**src/rtl/cplq_pkg.sv**
```systemverilog
// Shared definitions for the NVMe completion-queue poll sequencer.
// Latency: none (types and constants only).
// Backpressure: not applicable.
package cplq_pkg;

  localparam int CQ_ENTRY_BYTES = 16;
  localparam int PHASE_BIT      = 112;
  localparam int STATUS_MSB     = 127;
  localparam int STATUS_LSB     = 113;

  typedef enum logic [2:0] {
    IDLE,
    ISSUE,
    WAIT_RSP,
    CHECK,
    GAP,
    RING,
    DONE
  } cplq_state_e;

  // Completion entry as seen on the read data path. The phase tag sits at
  // bit 112 and the status field fills bits 127:113.
  typedef struct packed {
    logic [STATUS_MSB-STATUS_LSB:0] status;
    logic                           phase;
    logic [PHASE_BIT-1:0]           body;
  } cq_entry_t;

endpackage

```
**src/rtl/cplq_head_tracker.sv**
```systemverilog
// Owns the CQ head index and the expected phase tag; wraps and flips phase together.
// Latency: head/phase update on the clock edge after advance is asserted.
// Backpressure: none; advance is taken every cycle it is high.
module cplq_head_tracker #(
  parameter int AW = 6
) (
  input  logic          aclk,
  input  logic          reset,
  input  logic          advance,
  output logic [AW-1:0] cq_head,
  output logic          exp_phase,
  output logic          wrap
);

  logic [AW-1:0] head_q, head_d;
  logic          phase_q, phase_d;

  // Next head and phase: a wrap from the last slot back to 0 flips the phase.
  always_comb begin
    head_d  = head_q;
    phase_d = phase_q;
    wrap    = advance && (head_q == {AW{1'b1}});
    if (advance) begin
      head_d = head_q + AW'(1);
      if (wrap) begin
        phase_d = ~phase_q;
      end
    end
  end

  // Head/phase registers; a fresh queue expects phase 1 at slot 0.
  always_ff @(posedge aclk) begin
    if (reset) begin
      head_q  <= '0;
      phase_q <= 1'b1;
    end else begin
      head_q  <= head_d;
      phase_q <= phase_d;
    end
  end

  assign cq_head   = head_q;
  assign exp_phase = phase_q;

endmodule

```
**src/rtl/cplq_poll_sequencer.sv**
```systemverilog
// Polls one NVMe completion queue until a target count of new entries arrives, ringing the head doorbell in batches.
// Latency: one read round trip plus one CHECK cycle per entry; a stale entry is re-polled after POLL_GAP idle cycles.
// Backpressure: read request and doorbell hold valid/address/data stable until ready; read responses are never stalled.
// Optional: define CPLQ_STATUS_CHECK_EN to count new completions with non-zero status in err_count.
module cplq_poll_sequencer #(
  parameter int          CPL_ENTRY_ADDR_WIDTH = 6,
  parameter logic [31:0] CQ_BASE              = 32'h7600_0000,
  parameter logic [31:0] DB_ADDR              = 32'h7000_1004,
  parameter int          DB_BATCH             = 4,
  parameter int          POLL_GAP             = 8
) (
  input  logic                            aclk,
  input  logic                            reset,
  input  logic                            go,
  input  logic [31:0]                     num_cmds_to_wait,
  output logic                            done,
  output logic                            rd_req_valid,
  input  logic                            rd_req_ready,
  output logic [31:0]                     rd_req_addr,
  input  logic                            rd_rsp_valid,
  input  logic [127:0]                    rd_rsp_data,
  output logic                            db_valid,
  input  logic                            db_ready,
  output logic [31:0]                     db_addr,
  output logic [31:0]                     db_data,
  output logic [CPL_ENTRY_ADDR_WIDTH-1:0] cq_head,
  output logic                            exp_phase,
  output logic [15:0]                     err_count
);

  import cplq_pkg::*;

  cplq_state_e state_q, state_d;
  logic [31:0] target_q, target_d;
  logic [31:0] got_q, got_d;
  logic [31:0] batch_q, batch_d;
  logic [31:0] gap_q, gap_d;
  cq_entry_t   entry_q, entry_d;
  logic        advance;
  logic        head_wrap;
  logic        gap_last;

  cplq_head_tracker #(
    .AW (CPL_ENTRY_ADDR_WIDTH)
  ) u_head (
    .aclk      (aclk),
    .reset     (reset),
    .advance   (advance),
    .cq_head   (cq_head),
    .exp_phase (exp_phase),
    .wrap      (head_wrap)
  );

  // A POLL_GAP of 0 or 1 degenerates to a single idle cycle.
  assign gap_last = (POLL_GAP <= 1) || (gap_q >= 32'(POLL_GAP - 1));

  // Next-state, counters and handshake outputs.
  always_comb begin
    state_d      = state_q;
    target_d     = target_q;
    got_d        = got_q;
    batch_d      = batch_q;
    gap_d        = gap_q;
    entry_d      = entry_q;
    advance      = 1'b0;
    rd_req_valid = 1'b0;
    db_valid     = 1'b0;

    case (state_q)
      // A new go from DONE restarts exactly as from IDLE.
      IDLE, DONE: begin
        if (go) begin
          target_d = num_cmds_to_wait;
          got_d    = '0;
          batch_d  = '0;
          state_d  = (num_cmds_to_wait == '0) ? DONE : ISSUE;
        end
      end
      ISSUE: begin
        rd_req_valid = 1'b1;
        if (rd_req_ready) begin
          state_d = WAIT_RSP;
        end
      end
      WAIT_RSP: begin
        if (rd_rsp_valid) begin
          entry_d = cq_entry_t'(rd_rsp_data);
          state_d = CHECK;
        end
      end
      CHECK: begin
        if (entry_q.phase == exp_phase) begin
          advance = 1'b1;
          got_d   = got_q + 32'd1;
          batch_d = batch_q + 32'd1;
          state_d = ((got_d == target_q) || (batch_d == 32'(DB_BATCH))) ? RING : ISSUE;
        end else begin
          gap_d   = '0;
          state_d = GAP;
        end
      end
      GAP: begin
        if (gap_last) begin
          state_d = ISSUE;
        end else begin
          gap_d = gap_q + 32'd1;
        end
      end
      RING: begin
        db_valid = 1'b1;
        if (db_ready) begin
          batch_d = '0;
          state_d = (got_q == target_q) ? DONE : ISSUE;
        end
      end
      default: state_d = IDLE;
    endcase
  end

  // Sequencer state; reset aborts any run, so a late response lands in IDLE and is dropped.
  always_ff @(posedge aclk) begin
    if (reset) begin
      state_q  <= IDLE;
      target_q <= '0;
      got_q    <= '0;
      batch_q  <= '0;
      gap_q    <= '0;
      entry_q  <= '0;
    end else begin
      state_q  <= state_d;
      target_q <= target_d;
      got_q    <= got_d;
      batch_q  <= batch_d;
      gap_q    <= gap_d;
      entry_q  <= entry_d;
    end
  end

  assign done        = (state_q == DONE);
  assign rd_req_addr = CQ_BASE + (32'(cq_head) * 32'(CQ_ENTRY_BYTES));
  assign db_addr     = DB_ADDR;
  assign db_data     = 32'(cq_head);

`ifdef CPLQ_STATUS_CHECK_EN
  logic [15:0] err_q, err_d;
  logic        unused_bits;

  // Count new completions that report an error, saturating rather than wrapping.
  always_comb begin
    err_d = err_q;
    if (advance && (entry_q.status != '0) && (err_q != 16'hFFFF)) begin
      err_d = err_q + 16'd1;
    end
  end

  // Error counter survives across runs; only reset clears it.
  always_ff @(posedge aclk) begin
    if (reset) begin
      err_q <= '0;
    end else begin
      err_q <= err_d;
    end
  end

  assign err_count   = err_q;
  assign unused_bits = ^{entry_q.body, head_wrap};
`else
  logic unused_bits;

  assign err_count   = '0;
  assign unused_bits = ^{entry_q.body, entry_q.status, head_wrap};
`endif

endmodule
```
**config.mk**
```make
export PLATFORM = sky130hd
export DESIGN_NAME = cplq_poll_sequencer
export DESIGN_NICKNAME = d
export VERILOG_FILES = /design/src/rtl/cplq_pkg.sv /design/src/rtl/cplq_head_tracker.sv /design/src/rtl/cplq_poll_sequencer.sv
export SDC_FILE = /design/constraint.sdc
export NUM_CORES = 1
export LEC_CHECK = 0
export ABC_AREA = 1
export CAP_MARGIN = 20
export CORE_ASPECT_RATIO = 1.2
export CORE_MARGIN = 2
export CORE_UTILIZATION = 39
export DETAILED_ROUTE_END_ITERATION = 6
export GPL_TIMING_DRIVEN = 0
export PLACE_DENSITY = 0.72
export RECOVER_POWER = 25
export SLEW_MARGIN = 20
export SYNTH_ARGS = -nofsm -noshare
export SYNTH_HDL_FRONTEND = slang
export SYNTH_HIERARCHICAL = 1
export SYNTH_SLANG_ARGS = --single-unit
```
**constraint.sdc**
```tcl
create_clock -name aclk -period 2 [get_ports aclk]
set_input_delay 0.6 -clock aclk [delete_from_list [all_inputs] [get_ports aclk]]
set_output_delay 0.6 -clock aclk [all_outputs]
set_load 0.1 [all_outputs]
```
==> run_results.csv <==
group,metric,value,unit
run_status,outcome,"finished with violations",
run_status,violations,"setup timing",
global_routing,grt_max_degree,19,
synthesis,avgSynthCellArea,6.48,µm²
sta,drv_slew,0,
pwr,powerDensity,1050,mW/mm²
setup_path,cp.arrival,2.73,ns
cts,tritoncts,"yes",
setup_path,cp_max_fo,5,
setup_path,end_kind,"flip-flop",
synthesis,syn_area,0.00907,mm²
routing,viasPerCell,4.85,
global_routing,antenna_found_initial,0,
pwr,ir_worst_vdd,930,µV
hold_path,min_path_type,"flip-flop to flip-flop",
sta,slew_headroom,0.563,
setup_path,r2r_slack,-0.36,ns
sta,max_freq,424,MHz
placed_design,dp_slack,-1.05,ns
sta,min_period_over_period,1.18,
synthesis,netlist_instances,1399,
sta,rsz0062_at_grt,"yes",
floorplanning,die-area,0.0245,mm²
cts,htreeDepth,4,
global_routing,grt_pass1_vias,8285,
finish,final_nets,1803,
finish,final_cell_area,0.0123,mm²
routing,vias,9514,
floorplanning,initial_core_util,0.394,
setup_path,worst_setup_path_start_kind,"flip-flop",
routing,drtIter0Drc,618,
setup_path,rr_endpoint,"state_q[2]$_SDFFE_PP0P_",
pwr,p_leak,5.33,nW
finish,layout-drive-gt1-share,0.272,
setup_path,reg2regPathDepth,18,
routing,drc,0,
synthesis,synth_warnings,6,
floorplanning,ioPinCount,288,
routing,post_drt_wl_per_cell,14.5,µm
setup_path,regToRegStartpoint,"batch_q[0]$_SDFFE_PP0P_",
finish,area_growth,36.0,%
finish,fill_cells,2152,
cts,cts.sinks,139,
floorplanning,die_w,143,µm
setup_path,crit_required,2.37,ns
placed_design,hpwl,20300,µm
placed_design,place_congestion,1.02,
sta,clock_skew,0.0125,ns
placed_design,dpl_cell_area,0.0105,mm²
routing,met3_wirelength,1850,µm
sta,hold_viol_final,0,
routing,drt_wl_total,28400,µm
routing,ant_nets,0,
sta,final-setup-viol-count,68,
cts,numCtsBuffers,17,
routing,dr_wl_met2,14300,µm
placed_design,port_buffers,60,
hold_path,holdPathStages,2,
hold_path,min_to,"gap_q[16]$_SDFFE_PP0P_",
routing,dr.pass1.iters,6,
routing,wirelength_met1,11000,µm
sta,worst_pin_slew,0.655,ns
cts,clockBufferDepth,2,
cts,worstSkewPairLatency,0.44,ns
finish,final_util,0.535,
cts,cts_root_buffer,"clkbuf_16",
floorplanning,core,0.0230,mm²
job,maxCapViolations,0,
hold_path,min_from,"gap_q[16]$_SDFFE_PP0P_",
sta,fin_ws,-0.358,ns
global_routing,grt_overflow,0,
global_routing,gr-usage-all-layers,0.216,
sta,post-route-min-period,2.36,ns
floorplanning,rows,61,
setup_path,critPathKind,"flip-flop to flip-flop",
finish,diodes,0,
floorplanning,die_y,171,µm
routing,top_layer_used,"met4",
cts,clkTransAtPathRegs,0.08,ns
global_routing,grt_pass1_wl,41400,µm
-- power breakdown --
part	internal, W	total, W	switching [W]
logic	0.00241	0.00632	0.00391
clock network	0.00170	0.00328	0.00157
registers	0.00307	0.00341	0.000339
-- how the worst max path moves through the flow --
stage / from / end / slack, ns / cells past startpoint
6_report: batch_q[0]$_SDFFE_PP0P_ / state_q[2]$_SDFFE_PP0P_ / -0.36 / 18
5_1_grt: batch_q[0]$_SDFFE_PP0P_ / state_q[2]$_SDFFE_PP0P_ / -0.51 / 17
4_1_cts: batch_q[1]$_SDFFE_PP0P_ / state_q[2]$_SDFFE_PP0P_ / -0.29 / 18
3_5_place_dp: reset / state_q[1]$_SDFFE_PP0P_ / -1.05 / 5
3_3_place_gp: reset / state_q[1]$_SDFFE_PP0P_ / -1.03 / 5
2_1_floorplan: state_q[2]$_SDFFE_PP0P_ / batch_q[2]$_SDFFE_PP0P_ / -0.27 / 8
-- critical path, cell delays in order (launching register included) --
cell,delay (ns)
dfxtp_4,0.37
ha_4,0.15
nand2_4,0.05
nor2_4,0.19
buf_4,0.16
inv_2,0.04
nand2_1,0.08
nand3_1,0.10
nor2_1,0.11
nand3_1,0.10
nor2_1,0.12
nand2_1,0.09
nor2_2,0.12
nand4_1,0.20
nand3_1,0.13
nand2_1,0.05
nand2_1,0.05
nand2_1,0.06
a21oi_2,0.12
-- through the flow --
stage	hold WS (ns)	power [W]	setup TNS, ns	instances
after floorplan	0.418	0.00661	-7.55	1497
after global placement	0.427	0.00766	-90.39	1872
after detailed placement	0.432	0.00770	-92.44	1872
after CTS	0.443	0.0113	-0.518	1928
after global routing	0.453	0.0135	-16.58	1960
final	0.441	0.0130	-5.42	1960
-- per-layer routing --
| metal | global-route usage | up-vias |
|---|---|---|
| met1 | 0.247 | 4332 |
| met2 | 0.388 | 366 |
| met5 | 0 | - |
| li1 | - | 4728 |
| met3 | 0.0462 | 88 |
| met4 | 0.0895 | 0 |
-- final cells by class --
cell class / count / area, µm² / share of cell area
Multi-Input combinational cell: 1061 / 5600 / 0.454
Buffer: 151 / 1150 / 0.0936
Tap cell: 315 / 394 / 0.0319
Clock inverter: 15 / 189 / 0.0153
Timing Repair inverter: 1 / 6.26 / 0.000507
Timing Repair Buffer: 116 / 1150 / 0.0936
Clock buffer: 17 / 425 / 0.0345
Sequential cell: 139 / 2830 / 0.230
Inverter: 145 / 581 / 0.0471
-- state kept, by name (all words and copies together) (netlist names) --
signal,cells
entry_q,1
batch_q,32
u_head/exp_phase,1
u_head/cq_head,6
state_q,3
got_q,32
target_q,32
gap_q,32
-- cells in the final DEF, fill, tap and decap left out, types with 20 or more instances in the layout --
cell,instances
nor3_1,27
buf_4,150
nor2_4,37
nand4_1,23
a21oi_1,72
nand3_1,69
clkdlybuf4s50_1,36
clkbuf_16,21
nand2_2,25
conb_1,100
nor2_1,119
nand2_1,390
xor2_1,22
dfxtp_1,113
nor2_2,20
inv_1,130
-- what timing repair did --
item                       in CTS  in global routing
pin swaps                      18                 27
gates cloned                    0                  5
hold buffers                    0                  0
setup endpoints to repair     161                129
setup buffers                  24                 29
resized for setup             196                191
Power figures use the tool's default switching activity.
